`config.mk`:
```
export PLATFORM = sky130hd
export DESIGN_NAME = uncrop_filter
export DESIGN_NICKNAME = d
export VERILOG_FILES = /design/src/rtl/uncrop_pkg.sv /design/src/rtl/uncrop_filter_if.sv /design/src/rtl/uncrop_out_reg.sv /design/src/rtl/uncrop_filter.sv
export SDC_FILE = /design/constraint.sdc
export NUM_CORES = 1
export LEC_CHECK = 0
export CAP_MARGIN = 20
export CORE_ASPECT_RATIO = 1.2
export CORE_MARGIN = 1.5
export CORE_UTILIZATION = 41
export DETAILED_ROUTE_END_ITERATION = 12
export PLACE_DENSITY = 0.69
export SETUP_SLACK_MARGIN = 0.4
export SLEW_MARGIN = 15
export SYNTH_ARGS = -nofsm -noshare
export SYNTH_HDL_FRONTEND = slang
export SYNTH_SLANG_ARGS = --single-unit
```
`constraint.sdc`:
```
create_clock -name clk -period 3.1 [get_ports clk]
set_input_delay 0.62 -clock clk [delete_from_list [all_inputs] [get_ports clk]]
set_output_delay 0.62 -clock clk [all_outputs]
set_load 0.02 [all_outputs]
```
`src/rtl/uncrop_pkg.sv`:
```
// Shared types and default geometry for the uncrop filter, which pastes a cropped image into a padded frame.
package uncrop_pkg;

    localparam int DEF_PIXEL_BIT_WIDTH  = 16;
    localparam int DEF_CROP_ROWS        = 48;
    localparam int DEF_CROP_COLS        = 48;
    localparam int DEF_FRAME_ROWS       = 100;
    localparam int DEF_FRAME_COLS       = 160;
    localparam int DEF_IMG_ROW_BITWIDTH = 10;
    localparam int DEF_IMG_COL_BITWIDTH = 10;
    localparam int DEF_PAD_VALUE        = 0;

    typedef enum logic [0:0] {
        IDLE = 1'b0,
        RUN  = 1'b1
    } state_t;

endpackage

```
`src/rtl/uncrop_filter_if.sv`:
```
// Valid/ready stream bundle used between the frame generator and the output register.
interface uncrop_filter_if #(
    parameter int W = 16
);
    logic [W-1:0] tdata;
    logic         tvalid;
    logic         tready;

    modport master (output tdata, output tvalid, input tready);
    modport slave  (input tdata, input tvalid, output tready);
endinterface

```
`src/rtl/uncrop_out_reg.sv`:
```
// Single-stage valid/ready output register: full throughput, data held stable while stalled.
module uncrop_out_reg #(
    parameter int W = 16
) (
    input logic             clk,
    input logic             reset,
    uncrop_filter_if.slave  src,
    uncrop_filter_if.master dst
);

    logic         valid_r;
    logic [W-1:0] data_r;

    assign src.tready = !valid_r || dst.tready;
    assign dst.tvalid = valid_r;
    assign dst.tdata  = data_r;

    // Load when empty or draining; otherwise drop valid once the held word leaves.
    always_ff @(posedge clk or negedge reset) begin
        if (!reset) begin
            valid_r <= 1'b0;
            data_r  <= '0;
        end else if (src.tvalid && src.tready) begin
            valid_r <= 1'b1;
            data_r  <= src.tdata;
        end else if (dst.tready) begin
            valid_r <= 1'b0;
        end else begin
            valid_r <= valid_r;
        end
    end

endmodule

```
`src/rtl/uncrop_filter.sv`:
```
// Uncrop filter: pastes a CROP_ROWS x CROP_COLS stream into a FRAME_ROWS x FRAME_COLS frame at (Y1,X1).
// Optional macro UNCROP_TLAST_EN adds pixel_out_TLAST marking the final frame word.
module uncrop_filter
    import uncrop_pkg::*;
#(
    parameter int PIXEL_BIT_WIDTH  = DEF_PIXEL_BIT_WIDTH,
    parameter int CROP_ROWS        = DEF_CROP_ROWS,
    parameter int CROP_COLS        = DEF_CROP_COLS,
    parameter int FRAME_ROWS       = DEF_FRAME_ROWS,
    parameter int FRAME_COLS       = DEF_FRAME_COLS,
    parameter int IMG_ROW_BITWIDTH = DEF_IMG_ROW_BITWIDTH,
    parameter int IMG_COL_BITWIDTH = DEF_IMG_COL_BITWIDTH,
    parameter int PAD_VALUE        = DEF_PAD_VALUE
) (
    input  logic                        clk,
    input  logic                        reset,
    input  logic [IMG_ROW_BITWIDTH-1:0] crop_Y1_TDATA,
    input  logic                        crop_Y1_TVALID,
    output logic                        crop_Y1_TREADY,
    input  logic [IMG_COL_BITWIDTH-1:0] crop_X1_TDATA,
    input  logic                        crop_X1_TVALID,
    output logic                        crop_X1_TREADY,
    input  logic [PIXEL_BIT_WIDTH-1:0]  pixel_in_TDATA,
    input  logic                        pixel_in_TVALID,
    output logic                        pixel_in_TREADY,
    output logic [PIXEL_BIT_WIDTH-1:0]  pixel_out_TDATA,
    output logic                        pixel_out_TVALID,
    input  logic                        pixel_out_TREADY
`ifdef UNCROP_TLAST_EN
    ,
    output logic                        pixel_out_TLAST
`endif
);

    localparam int RW = IMG_ROW_BITWIDTH;
    localparam int CW = IMG_COL_BITWIDTH;
    localparam logic [RW-1:0] Y1_MAX   = RW'(FRAME_ROWS - CROP_ROWS);
    localparam logic [CW-1:0] X1_MAX   = CW'(FRAME_COLS - CROP_COLS);
    localparam logic [RW-1:0] ROW_LAST = RW'(FRAME_ROWS - 1);
    localparam logic [CW-1:0] COL_LAST = CW'(FRAME_COLS - 1);
    localparam logic [PIXEL_BIT_WIDTH-1:0] PAD = PIXEL_BIT_WIDTH'(PAD_VALUE);
`ifdef UNCROP_TLAST_EN
    localparam int OW = PIXEL_BIT_WIDTH + 1;
`else
    localparam int OW = PIXEL_BIT_WIDTH;
`endif

    state_t                     state_r;
    logic                       y1_held_r;
    logic                       x1_held_r;
    logic                       all_loaded_r;
    logic [RW-1:0]              y1_r;
    logic [CW-1:0]              x1_r;
    logic [RW-1:0]              row_r;
    logic [CW-1:0]              col_r;
    logic [RW:0]                row_end_s;
    logic [CW:0]                col_end_s;
    logic                       inside_s;
    logic                       last_pos_s;
    logic                       active_s;
    logic                       load_s;
    logic                       done_s;
    logic [PIXEL_BIT_WIDTH-1:0] gen_pix_s;

    uncrop_filter_if #(.W(OW)) gen_if ();
    uncrop_filter_if #(.W(OW)) out_if ();

    // Window end bounds carry an extra bit so Y1+CROP_ROWS / X1+CROP_COLS cannot wrap.
    assign row_end_s  = {1'b0, y1_r} + (RW+1)'(CROP_ROWS);
    assign col_end_s  = {1'b0, x1_r} + (CW+1)'(CROP_COLS);
    assign inside_s   = ({1'b0, row_r} >= {1'b0, y1_r}) && ({1'b0, row_r} < row_end_s) &&
                        ({1'b0, col_r} >= {1'b0, x1_r}) && ({1'b0, col_r} < col_end_s);
    assign last_pos_s = (row_r == ROW_LAST) && (col_r == COL_LAST);
    assign active_s   = (state_r == RUN) && !all_loaded_r;

    assign crop_Y1_TREADY = reset && (state_r == IDLE) && !y1_held_r;
    assign crop_X1_TREADY = reset && (state_r == IDLE) && !x1_held_r;

    // Inside the window forward the input stream; outside it, offer padding without touching input.
    always_comb begin
        gen_if.tvalid   = 1'b0;
        pixel_in_TREADY = 1'b0;
        gen_pix_s       = PAD;
        if (active_s && inside_s) begin
            gen_if.tvalid   = pixel_in_TVALID;
            pixel_in_TREADY = gen_if.tready;
            gen_pix_s       = pixel_in_TDATA;
        end else if (active_s) begin
            gen_if.tvalid   = 1'b1;
            pixel_in_TREADY = 1'b0;
            gen_pix_s       = PAD;
        end else begin
            gen_if.tvalid   = 1'b0;
            pixel_in_TREADY = 1'b0;
            gen_pix_s       = PAD;
        end
    end

`ifdef UNCROP_TLAST_EN
    assign gen_if.tdata     = {last_pos_s, gen_pix_s};
    assign pixel_out_TDATA  = out_if.tdata[PIXEL_BIT_WIDTH-1:0];
    assign pixel_out_TLAST  = out_if.tdata[OW-1];
`else
    assign gen_if.tdata     = gen_pix_s;
    assign pixel_out_TDATA  = out_if.tdata;
`endif
    assign pixel_out_TVALID = out_if.tvalid;
    assign out_if.tready    = pixel_out_TREADY;

    assign load_s = gen_if.tvalid && gen_if.tready;
    assign done_s = all_loaded_r && out_if.tvalid && out_if.tready;

    uncrop_out_reg #(.W(OW)) u_out_reg (
        .clk   (clk),
        .reset (reset),
        .src   (gen_if.slave),
        .dst   (out_if.master)
    );

    // Control FSM: capture clamped coordinates in IDLE, walk the frame in RUN.
    always_ff @(posedge clk or negedge reset) begin
        if (!reset) begin
            state_r      <= IDLE;
            y1_held_r    <= 1'b0;
            x1_held_r    <= 1'b0;
            all_loaded_r <= 1'b0;
            y1_r         <= '0;
            x1_r         <= '0;
            row_r        <= '0;
            col_r        <= '0;
        end else begin
            case (state_r)
                IDLE: begin
                    if (crop_Y1_TVALID && crop_Y1_TREADY) begin
                        y1_r      <= (crop_Y1_TDATA > Y1_MAX) ? Y1_MAX : crop_Y1_TDATA;
                        y1_held_r <= 1'b1;
                    end
                    if (crop_X1_TVALID && crop_X1_TREADY) begin
                        x1_r      <= (crop_X1_TDATA > X1_MAX) ? X1_MAX : crop_X1_TDATA;
                        x1_held_r <= 1'b1;
                    end
                    if (y1_held_r && x1_held_r) begin
                        state_r      <= RUN;
                        row_r        <= '0;
                        col_r        <= '0;
                        all_loaded_r <= 1'b0;
                    end
                end
                RUN: begin
                    if (load_s) begin
                        if (last_pos_s) begin
                            all_loaded_r <= 1'b1;
                            row_r        <= '0;
                            col_r        <= '0;
                        end else if (col_r == COL_LAST) begin
                            col_r <= '0;
                            row_r <= row_r + 1'b1;
                        end else begin
                            col_r <= col_r + 1'b1;
                        end
                    end
                    // Frame ends only once the final word has actually left the output register.
                    if (done_s) begin
                        state_r      <= IDLE;
                        y1_held_r    <= 1'b0;
                        x1_held_r    <= 1'b0;
                        all_loaded_r <= 1'b0;
                    end
                end
                default: begin
                    state_r <= IDLE;
                end
            endcase
        end
    end

endmodule

```
==> results.toml <==
[clock_tree]
cts-buffers-inserted = 9
clk_pin_slew_ns = 0.07
cts_sinks = 61
clock_latency_ns = 0.34
cts_tree = "done"
ctsHoldBuffers = 0
h-tree-depth = 3
clockBufferDepth = 2
cts-root-buf = "clkbuf_8"

[timing]
period_share_pct = 100
finalSetupViolations = 1
fmax_mhz = 322
relSlewSlack_pct = 39.4
timing.final.crit_period_ns = 3.11
worst_pin_slew_ns = 0.906
holdWs_ns = 0.511
rsz0062_at_grt = "true"
hold_viol = 0
skew_ns = 0.00678
finalMaxSlewViolations = 0
fin_ws_ns = -0.0102

[synthesis]
syn_inst = 384
netlist_top_cells_count = "dfrtp_1 (61), ha_1 (36), a21oi_1 (28)"
yosys_warnings = 0
yosysTopAreaCell = "dfrtp_1"
avgSynthCellArea_sq_um = 9.95
synth_nets = 462
synth_area_sq_mm = 0.00382
synth_area_leaders = "dfrtp_1 (40%), ha_1 (12%), a22o_1 (4.8%)"
ys_seq_elements = 61
yosysMostFrequentCell = "dfrtp_1"
synth.yosys.seq_area_share_pct = 39.9
async_flop_share_pct = 100
synth_top_area_share_pct = 39.9
netlist-cell-type-count = 58
synth_flop_cell = "dfrtp_1"
synth-edff-count = 0

[final_layout]
drive_gt1_share_pct = 29.9
final_util_pct = 63.0
multi_input_area_sq_mm = 0.00249
area_growth_pct = 49.0
regArea_sq_mm = 0.00153
fillCellCount = 715
diodes = 0
stdcell_count = 638
nNetsFinal = 591

[power_and_ir_drop]
power.density_mw_per_mm2 = 632
combPwrFrac_pct = 50.1
swShare_pct = 40.7
pwr-share-seq_pct = 30.0
internal_power_mw = 2.13
p_switching_mw = 1.47
vdd_drop_max_v = 0.000426
p_clk_share_pct = 20.0
p_leak_nw = 2.52
power_mw = 3.60

[worst_hold_path]
hp-class = "register to register"
min-delay-start = "x1_r[3]"
min_path_cells = 1
min_to = "x1_r[3]"

[floorplan]
die_w_um = 91.1
die_y_um = 109
start_util_pct = 42.3
core_area_sq_mm = 0.00903
die_area_sq_mm = 0.00991
ios = 62
num_rows = 38

[routing]
met1_length_um = 4410
wl_met2_um = 5580
drtAntennaViolNets = 0
initialDrtViolationCount = 145
avgViaCountPerCell = 5.62
wl_um = 10600
top_layer_used = "met4"
wl_met3_um = 390
wire_per_inst_um = 16.6
vias = 3586
firstDrtPassIters = 5
drcViolationCount = 0

[setup_path]
crit_chain = "inv_2, buf_4, a211oi_1, xnor2_1, ha_1, a21oi_2, o221ai_2, a31oi_4, nand2b_4, nor3_4, buf_6"
path_depth = 11
worst_setup_path_end_kind = "output pin"
cp_data_arrival_time_ns = 2.49
worst-path-max-fanout = 3
required_ns = 2.48
cp_top_family = "compound AO/OA/AOI/OAI gates"
path_class = "register to output pin"
r2r_end = "col_r[7]"
start_kind = "register"
worst-path-buf-inv = 3
reg2reg_slack_ns = 0.04
cp_slowest_cell = "dfrtp_1"
slowest_delay_ns = 0.36
rr_worst_depth = 13
rr_startpoint = "y1_r[5]"

[job]
drv_cap = 0

[run_status]
violations = "negative setup slack"
outcome = "complete, but fails checks"

[grt]
gr-usage-all-layers_pct = 21.5
grt_pass1_vias = 3587
grt.overflow.total = 0
grt_pass1_wl_um = 17000
grt_max_degree = 62
antenna_found_initial = 0

[placement]
dp_hpwl_um = 7200
port_buffers = 61
dp.cells = 596
gp_congestion = 0.869
routing by layer:
| metal | GRT usage, % | vias to the layer above |
|---|---|---|
| met5 | 0 | - |
| met4 | 7.70 | 0 |
| met3 | 3.70 | 19 |
| met2 | 37.8 | 98 |
| met1 | 26.5 | 1754 |
| li1 | - | 1715 |
final cells by class:
class | count | share of cell area, %
flip-flops and latches | 61 | 26.8
clock buffers | 9 | 2.18
clock inverters | 7 | 1.30
well taps | 120 | 2.64
repair buffers | 130 | 21.6
inverters | 28 | 1.85
multi-input cells | 283 | 43.7
power by group through the flow:
stage                     logic, mW  registers (mW)  clock network, mW
after floorplan               0.894            1.07                  0
after global placement         1.36            1.08                  0
after detailed placement       1.40            1.08                  0
after CTS                      1.65            1.07              0.729
after global routing           1.97            1.10              0.770
final                          1.80            1.08              0.719
worst reg2reg max path, stage by stage (launching register included):
cell	delay (ns)
dfrtp_1	0.36
inv_2	0.05
buf_4	0.13
a211oi_1	0.31
xnor2_1	0.12
ha_1	0.32
nand3_1	0.13
o32ai_4	0.36
buf_6	0.17
nor4bb_4	0.04
buf_6	0.14
buf_16	0.13
or4_4	0.52
a21oi_2	0.17
metrics by stage:
stage	setup slack, ns	TNS [ns]	instance area, sq um
3_5_place_dp	-0.236	-0.518	4880
5_1_grt	-0.134	-0.932	5690
4_1_cts	-0.0296	-0.0296	5490
2_1_floorplan	0.332	0	3860
6_report	-0.0102	-0.0102	5690
3_3_place_gp	-0.181	-0.230	4880
kinds of logic (layout without fill, tap and decap cells):
kind of cell	count (synthesis)	after routing	synth area share (%)
XOR/XNOR	8	8	1.83
buffers and inverters	40	174	4.48
flip-flops	61	61	39.9
AO/OA/AOI/OAI	116	116	22.0
multiplexers	1	1	0.295
adder cells (fa/ha/maj)	36	36	11.8
AND/OR/NAND/NOR	122	122	19.6
cells in the final DEF, fill, tap and decap left out, drive strengths merged, types with 2 or more instances in the layout:
master	Yosys	layout
nor3	8	8
o21ai	24	24
nand4bb	2	2
xor2	2	2
a211oi	2	2
and2	2	2
dfrtp	61	61
a21oi	29	29
nand4	7	7
nor4	5	5
nand2b	6	6
a21o	3	3
nand2	20	20
and4b	2	2
o31ai	20	20
a31oi	3	3
clkdlybuf4s50	0	59
or3b	4	4
a22o	21	21
nor2	23	23
clkbuf	7	9
inv	28	29
and3	10	10
nand3	10	10
ha	36	36
nand3b	2	2
and4	2	2
o2111ai	2	2
nand4b	4	4
clkinv	0	4
o41ai	4	4
xnor2	6	6
or4	8	8
nor2b	2	2
buf	5	71
state kept, by name, indices dropped and copies added (netlist names):
register / flops
all_loaded_r: 1
col_r: 10
row_r: 10
state_r: 1
u_out_reg.dst.tdata: 16
u_out_reg.dst.tvalid: 1
x1_held_r: 1
x1_r: 10
y1_held_r: 1
y1_r: 10
how the worst max path moves through the flow:
stage                     startpoint              end
after global routing         x1_r[4]  pixel_in_TREADY
after detailed placement     x1_r[5]  pixel_in_TREADY
after CTS                    x1_r[4]  pixel_in_TREADY
final                        y1_r[5]  pixel_in_TREADY
after floorplan              x1_r[4]  pixel_in_TREADY
after global placement       y1_r[4]  pixel_in_TREADY
repair_timing:
item | CTS | global route
setup buffers | 15 | 8
gates cloned | 3 | 0
gates resized for setup | 69 | 25
pin swaps | 49 | 18
setup endpoints to repair | 37 | 40
hold endpoints to repair | 0 | 0
Power figures use the tool's default switching activity.
